===== config.mk =====
export PLATFORM = sky130hd
export DESIGN_NAME = gpio_debounce
export DESIGN_NICKNAME = d
export VERILOG_FILES = /design/src/rtl/gpio_debounce_pkg.sv /design/src/rtl/gpio_debounce_bit.sv /design/src/rtl/gpio_debounce.sv
export SDC_FILE = /design/constraint.sdc
export NUM_CORES = 1
export LEC_CHECK = 0
export CAP_MARGIN = 20
export CORE_ASPECT_RATIO = 1.25
export CORE_MARGIN = 10
export CORE_UTILIZATION = 52
export CTS_CLUSTER_SIZE = 25
export DETAILED_ROUTE_END_ITERATION = 16
export PLACE_DENSITY = 0.75
export RECOVER_POWER = 50
export SLEW_MARGIN = 20
export SYNTH_ARGS = -nofsm -noshare
export SYNTH_HDL_FRONTEND = slang
export SYNTH_SLANG_ARGS = --single-unit

===== constraint.sdc =====
create_clock -name clk -period 2.4 [get_ports clk]
set_input_delay 0.48 -clock clk [delete_from_list [all_inputs] [get_ports clk]]
set_output_delay 0.48 -clock clk [all_outputs]
set_load 0.02 [all_outputs]

===== src/rtl/gpio_debounce_pkg.sv =====
// rtl/gpio_debounce_pkg.sv - shared types and constants for the GPIO input debouncer
package gpio_debounce_pkg;

  localparam int GLITCH_CW = 16;

  typedef enum logic {
    STABLE  = 1'b0,
    PENDING = 1'b1
  } filter_state_t;

endpackage


===== src/rtl/gpio_debounce_bit.sv =====
// rtl/gpio_debounce_bit.sv - single-bit stability filter with registered rise/fall events
module gpio_debounce_bit
  import gpio_debounce_pkg::*;
#(
  parameter int CW  = 4,
  parameter int FLT = 4
) (
  input  logic i_clk,
  input  logic i_rst,
  input  logic i_ena,
  input  logic i_tick,
  input  logic i_pin,
  output logic o_gpio,
  output logic o_rise,
  output logic o_fall,
  output logic o_glitch
);

  localparam logic [CW-1:0] FLT_M1 = CW'(FLT - 1);

  logic [CW-1:0] r_cnt;
  logic          r_gpio;
  logic          r_rise;
  logic          r_fall;
  logic          w_match;
  filter_state_t w_state;

  assign w_match = (i_pin == r_gpio);
  assign w_state = (r_cnt == '0) ? STABLE : PENDING;

  always_ff @(posedge i_clk) begin
    if (i_rst) begin
      r_cnt  <= '0;
      r_gpio <= 1'b0;
      r_rise <= 1'b0;
      r_fall <= 1'b0;
    end else begin
      r_rise <= 1'b0;
      r_fall <= 1'b0;
      if (!i_ena || w_match) begin
        r_cnt <= '0;
      end else if (i_tick) begin
        if (r_cnt == FLT_M1) begin
          r_gpio <= i_pin;
          r_cnt  <= '0;
          r_rise <= i_pin;
          r_fall <= ~i_pin;
        end else begin
          r_cnt <= r_cnt + 1'b1;
        end
      end
    end
  end

  // A pending count discarded without acceptance (pin reverted or filter disabled)
  assign o_glitch = (w_state == PENDING) && (!i_ena || w_match);

  assign o_gpio = r_gpio;
  assign o_rise = r_rise;
  assign o_fall = r_fall;

  a_no_dual_event : assert property (@(posedge i_clk) disable iff (i_rst) !(r_rise && r_fall));
  a_event_stable  : assert property (@(posedge i_clk) disable iff (i_rst)
                                     (r_rise || r_fall) |-> (w_state == STABLE));

endmodule


===== src/rtl/gpio_debounce.sv =====
// rtl/gpio_debounce.sv - pin synchronizer, shared prescaler and per-bit debounce filters
// Optional glitch counter built when GPIO_DEBOUNCE_GLITCH_CNT_EN is defined.
module gpio_debounce
  import gpio_debounce_pkg::*;
#(
  parameter int GW       = 32,
  parameter int CFG_CDC  = 2,
  parameter int PW       = 16,
  parameter int PRESCALE = 0,
  parameter int CW       = 4,
  parameter int FLT      = 4
) (
  input  logic                 clk,
  input  logic                 rst,
  input  logic                 ena,
  input  logic [GW-1:0]        pin_i,
  output logic [GW-1:0]        gpio_o,
  output logic [GW-1:0]        rise_o,
  output logic [GW-1:0]        fall_o,
  output logic [GLITCH_CW-1:0] glitch_cnt
);

  localparam logic [PW-1:0] PRE_MAX = PW'(PRESCALE);

  generate
    if (FLT == 0 || FLT > 2**CW) begin : g_bad_flt
      $error("gpio_debounce: FLT must be in 1..2**CW");
    end
    if (PRESCALE >= 2**PW) begin : g_bad_pre
      $error("gpio_debounce: PRESCALE must be below 2**PW");
    end
  endgenerate

  logic [GW-1:0] w_pin_s;
  logic [GW-1:0] w_glitch;
  logic [PW-1:0] r_pre_cnt;
  logic          w_tick;

  generate
    if (CFG_CDC == 0) begin : g_nosync
      assign w_pin_s = pin_i;
    end else begin : g_sync
      logic [CFG_CDC-1:0][GW-1:0] r_sync;
      always_ff @(posedge clk) begin
        if (rst) begin
          r_sync <= '0;
        end else begin
          r_sync[0] <= pin_i;
          for (int k = 1; k < CFG_CDC; k++) r_sync[k] <= r_sync[k-1];
        end
      end
      assign w_pin_s = r_sync[CFG_CDC-1];
    end
  endgenerate

  assign w_tick = ena && (r_pre_cnt == PRE_MAX);

  always_ff @(posedge clk) begin
    if (rst || !ena || w_tick) r_pre_cnt <= '0;
    else                       r_pre_cnt <= r_pre_cnt + 1'b1;
  end

  generate
    for (genvar i = 0; i < GW; i++) begin : g_bit
      gpio_debounce_bit #(
        .CW (CW),
        .FLT(FLT)
      ) u_bit (
        .i_clk   (clk),
        .i_rst   (rst),
        .i_ena   (ena),
        .i_tick  (w_tick),
        .i_pin   (w_pin_s[i]),
        .o_gpio  (gpio_o[i]),
        .o_rise  (rise_o[i]),
        .o_fall  (fall_o[i]),
        .o_glitch(w_glitch[i])
      );
    end
  endgenerate

`ifdef GPIO_DEBOUNCE_GLITCH_CNT_EN
  localparam int GSW  = $clog2(GW + 1);
  localparam int GCW1 = GLITCH_CW + 1;

  logic [GSW-1:0]       w_glitch_sum;
  logic [GLITCH_CW:0]   w_glitch_next;
  logic [GLITCH_CW-1:0] r_glitch_cnt;

  always_comb begin
    w_glitch_sum = '0;
    for (int i = 0; i < GW; i++) w_glitch_sum = w_glitch_sum + GSW'(w_glitch[i]);
  end

  assign w_glitch_next = {1'b0, r_glitch_cnt} + GCW1'(w_glitch_sum);

  // Saturate rather than wrap so a stuck noisy pin stays visible
  always_ff @(posedge clk) begin
    if (rst)                           r_glitch_cnt <= '0;
    else if (w_glitch_next[GLITCH_CW]) r_glitch_cnt <= '1;
    else                               r_glitch_cnt <= w_glitch_next[GLITCH_CW-1:0];
  end

  assign glitch_cnt = r_glitch_cnt;
`else
  logic w_unused_glitch;
  assign w_unused_glitch = ^w_glitch;
  assign glitch_cnt      = '0;
`endif

endmodule


## Word-level counts from Yosys, hierarchy flattened

Cells that the tools add are included.

| cells by class | value |
|---|---|
| bitwise gates (word level) | 97 |
| muxes and demuxes | 32 |
| add/sub/neg operators | 33 |
| reduce and logical (&&, ||, !) cells | 133 |
| equal/unequal tests | 64 |

Operator list:

| cell | count |
|---|---|
| $add 4x1->4 const B | 32 |
| $eq 4x2->1 const B | 32 |
| $mux 4 | 32 |
| $reduce_or 4->1 | 32 |
| $not 1->1 | 97 |
| $reduce_and 3->1 | 32 |
| $reduce_or 2->1 | 32 |
| $logic_or 1x1->1 | 34 |
| $eq 1x1->1 | 32 |
| $add 16x1->16 const B | 1 |
| $logic_not 16->1 | 1 |
| $logic_and 1x1->1 | 1 |
| $logic_not 1->1 | 1 |

| storage, ports and cells | value |
|---|---|
| flip-flop bits (word level) | 304 |
| input bits | 35 |
| word-level logic and storage cells | 490 |

## Longest topological paths before layout

| logic depth | value |
|---|---|
| depth after elaboration | 4 |
| mapped depth | 9 |

## By module

From an unflattened synthesis, not the netlist that was laid out.

| unflattened totals | value |
|---|---|
| cell total of the unflattened synthesis | 1388 |
| area, all modules | 13276.5 sq um |

By module, submodules not included:

| module | area an instance (sq um) | seq. area each (sq um) | times used | cells each |
|---|---|---|---|---|
| gpio_debounce_bit | 334.1 | 140.1 | 32 | 36 |
| gpio_debounce | 2586.2 | 1601.5 | 1 | 236 |

## Least setup slack after synthesis

No wires, ideal clock.

| path | value |
|---|---|
| path type | register to register |
| from | register r_pre_cnt[0] |
| to | register g_bit[0].u_bit.r_gpio |
| slack | 0.654 ns |
| required time | 2.268 ns |
| stages on the path, launching flop included | 9 |
| clock period less this slack | 1.746 ns |
| path buffers | 2 |
| data arrival time | 1.614 ns |
| path through | dfxtp_1 > inv_1 > ha_1 > nor4b_2 > nand4_2 > buf_6 > buf_2 > o41ai_1 > a21oi_1 |

| on the way | value |
|---|---|
| cells in the longest elaborated chain, start to end | 3 |

Ends and longest elaborated chain:

| element | RTL line | RTL |
|---|---|---|
| from (decl) | gpio_debounce.sv:36 | `logic [PW-1:0] r_pre_cnt;` |
| from (signal assigned) | gpio_debounce.sv:60 | `else r_pre_cnt <= r_pre_cnt + 1'b1;` |
| $logic_not 16->1 | gpio_debounce.sv:56 | `assign w_tick = ena && (r_pre_cnt == PRE_MAX);` |
| $logic_and 1x1->1 | gpio_debounce.sv:56 |  |
| $reduce_and 3->1 (no line) | - |  |
| to (signal assigned) | gpio_debounce_bit.sv:44 | `r_gpio <= i_pin;` |
| to (decl) | gpio_debounce_bit.sv:22 | `logic r_gpio;` |

Every way passes these cells.
A chain may end at the register's enable or synchronous reset.

## Final worst setup path

| path | value |
|---|---|
| from | register g_bit[14].u_bit.r_gpio |
| to | output gpio_o[14] |

RTL lines:

| element | RTL line | RTL |
|---|---|---|
| from (decl) | gpio_debounce_bit.sv:22 |  |
| from (signal assigned) | gpio_debounce_bit.sv:44 |  |
| to (decl) | gpio_debounce.sv:17 | `output logic [GW-1:0] gpio_o,` |

No word-level cell between the ends.

==> impl_metrics.yaml <==
worst_setup_path:
  cp.required_ps: 1920
  cp-end-kind: "primary output"
  reg2reg_depth: 8
  r2r-start: "r_pre_cnt[1]"
  max_stage_delay_ps: 670
  crit_buf_inv: 1
  critPathArrivalTime_ps: 1670
  crit_type: "reg -> out"
  cp_max_fo: 5
  path_cells: "clkdlybuf4s50_1"
  r2r_end: "g_bit[3].u_bit.o_fall"
  path_delay_family: "buffers and inverters"
  cpMaxStageDelayCell: "clkdlybuf4s50_1"
  r2r_setup_slack_ps: 280
  critPathLaunchType: "register"
route:
  drc: 0
  dr.pass1.iters: 5
  drt_iter0_markers: 494
  viasPerCell: 5.29
  wl_per_cell_um: 14.1
  wirelength_um: 24900
  antenna_left: 0
  num_vias: 9350
global_route:
  grt_max_degree: 113
  grt_pass1_wl_um: 42200
  grt_pass1_vias: 9053
  antenna_found_initial: 0
  grtUsageTotal_pct: 15.4
  overflow: 0
sta:
  max_slew_margin_pct: -35.0
  finalSetupViolCount: 0
  worstMarginPinSlew_ps: 2020
  fin_crit_sh_pct: 89.7
  fmax_mhz: 464
  final-hold-violation-count: 0
  hold_ws_ps: 430
  fin_ws_ps: 246
  maxSlewViolCount: 107
  skew_ps: 21.0
  rsz0062_at_grt: "no"
  min_period_ps: 2150
floorplan:
  floorplan.initialDensity_pct: 53.0
  num_rows: 63
  dieHeight_um: 194
  die-area_um2: 30900
  core_area_um2: 23800
  io_pins: 147
  chipWidth_um: 159
run:
  cap_viol_max_count: 1
clock_network:
  cts_resized: 0
  numCtsBuffers: 30
  cts_root_buffer: "clkbuf_16"
  htreeDepth: 1
  tritoncts: "built"
  cts_setup_buffers: 0
  ctsHoldBuffers: 0
  cts.sinks: 304
  clk_pin_slew_ps: 60
  clk_latency_ps: 540
  clockBufferDepth: 3
final_layout:
  syn2layout_area_growth_pct: 16.5
  drive_gt1_share_pct: 5.69
  fillCellCount: 2000
  antenna_cells: 0
  multiInputGateArea_um2: 5360
  regArea_um2: 6090
  nets: 1487
placement:
  gp_congestion: 0.777
  place_hpwl_um: 16600
  place_ws_ps: -20.0
  io_buffers: 130
min_path:
  hp-start: "g_sync.r_sync[26]"
  min_to: "w_pin_s[26]"
  whs_path_depth: 1
  hold_path_class: "reg -> reg"
pwr:
  leakage_uw: 0.00532
  ir_drop_mv: 0.725
  power_density_nw_per_um2: 729
synth:
  synth_seq_cells: 304
  synthesis.instances: 1385
  syn-cell-area_um2: 12600
  yosys_warnings: 0
  syn_avg_cell_area_um2: 9.10
  yosysSeqAreaShare_pct: 48.3
  synth_cell_types: 34
run_status:
  status: "finished, violations left"
  violations: "max-capacitance violations, max-slew violations"
## stage by stage
stage	utilization (%)	power (uW)	TNS (ps)	instances	cell area (um2)
final	61.7	10700	0	1767	14700
after floorplan	-	5550	0	1400	12700
after global routing	61.7	11100	0	1767	14700
after CTS	61.9	10800	0	1767	14700
after detailed placement	57.2	5710	-20.0	1711	13600
after global placement	57.2	5710	0	1711	13600
## layout make-up
| class | count | area share, % |
|---|---|---|
| Tap cell | 325 | 2.77 |
| Multi-Input combinational cell | 890 | 36.5 |
| Sequential cell | 304 | 41.4 |
| Clock inverter | 17 | 1.62 |
| Inverter | 36 | 0.920 |
| Timing Repair Buffer | 156 | 10.8 |
| Clock buffer | 39 | 5.96 |
## cells in the mapped netlist, drive strengths merged
library cell / instances / area share [%]
xnor2: 17 / 1.2
ha: 34 / 3.4
clkbuf: 35 / 1.1
nand2: 122 / 3.6
o21ai: 72 / 2.9
nor3: 31 / 1.2
a211o: 2 / 0.14
and2: 8 / 0.40
mux2i: 2 / 0.16
xor2: 29 / 2.0
nor4: 6 / 0.40
nand2b: 23 / 1.1
inv: 36 / 1.1
o41ai: 22 / 1.5
and4: 2 / 0.14
or3: 64 / 3.2
nor2: 28 / 0.83
a21oi: 150 / 6.0
buf: 135 / 7.7
nor3b: 54 / 3.2
nand3: 81 / 3.2
conb: 1 / 0.030
and3: 13 / 0.65
nand4b: 40 / 2.8
nor4b: 2 / 0.24
nand4: 7 / 0.40
nor2b: 65 / 3.2
dfxtp: 304 / 48
## state kept, by name, indices dropped and copies added, names as in the netlist
signal and count:
g_bit.u_bit.o_fall 32, g_bit.u_bit.o_gpio 32, g_bit.u_bit.o_rise 32, g_bit.u_bit.r_cnt 128, g_sync.r_sync 32, r_pre_cnt 16, w_pin_s 32
## cells in the final DEF (no fill, tap or decap), types with 6 or more instances in the layout
master	count
conb_1	16
nand4_1	6
nor2_1	28
nand2b_1	23
xor2_1	29
dfxtp_1	304
inv_1	36
buf_12	10
o21ai_0	72
nand4b_1	40
nand3_1	81
and2_0	7
xnor2_1	17
nor2b_1	64
buf_4	9
a21oi_1	150
o41ai_1	22
clkdlybuf4s50_1	65
nor3b_1	54
clkbuf_8	7
bufinv_16	6
ha_1	34
or3_1	64
nand2_1	122
and3_1	13
dlygate4sd3_1	64
clkbuf_1	8
clkbuf_16	31
clkinv_2	10
nor3_1	31
## where the power goes
group	internal (uW)	switching [uW]	leakage, uW
Sequential	5100	36.4	0.00246
Clock	3200	1910	0.000558
Combinational	190	265	0.00230
Total	8490	2210	0.00532
## kinds of logic after synthesis
group           Yosys count  share of synthesized area, %
buf+inv                 206                          9.83
flops                   304                          48.3
xor+xnor                 46                          3.20
mux                       2                         0.159
simple gates            546                          24.7
compound gates          246                          10.5
other cells               1                        0.0297
fa+ha+maj                34                          3.37
## routing by layer
metal,vias to the layer above,wire [um],track usage [%]
li1,4765,-,-
met1,4386,10900,18.4
met2,165,12300,27.3
met3,34,1320,3.44
met4,0,401,3.77
met5,-,0,0
## worst max-delay path by stage
| stage | from | endpoint | slack, ps | cells after the start |
|---|---|---|---|---|
| CTS | g_bit[14].u_bit.o_gpio | gpio_o[14] | 240 | 1 |
| finish | g_bit[14].u_bit.o_gpio | gpio_o[14] | 250 | 1 |
| floorplan | r_pre_cnt[0] | g_bit[0].u_bit.o_gpio | 650 | 8 |
| detailed placement | ena | g_bit[2].u_bit.r_cnt[0] | -20 | 7 |
| global route | r_pre_cnt[1] | g_bit[16].u_bit.o_gpio | 110 | 7 |
| global placement | ena | g_bit[0].u_bit.r_cnt[3] | 30 | 7 |
Note: power is estimated with default switching activity, not from simulation.
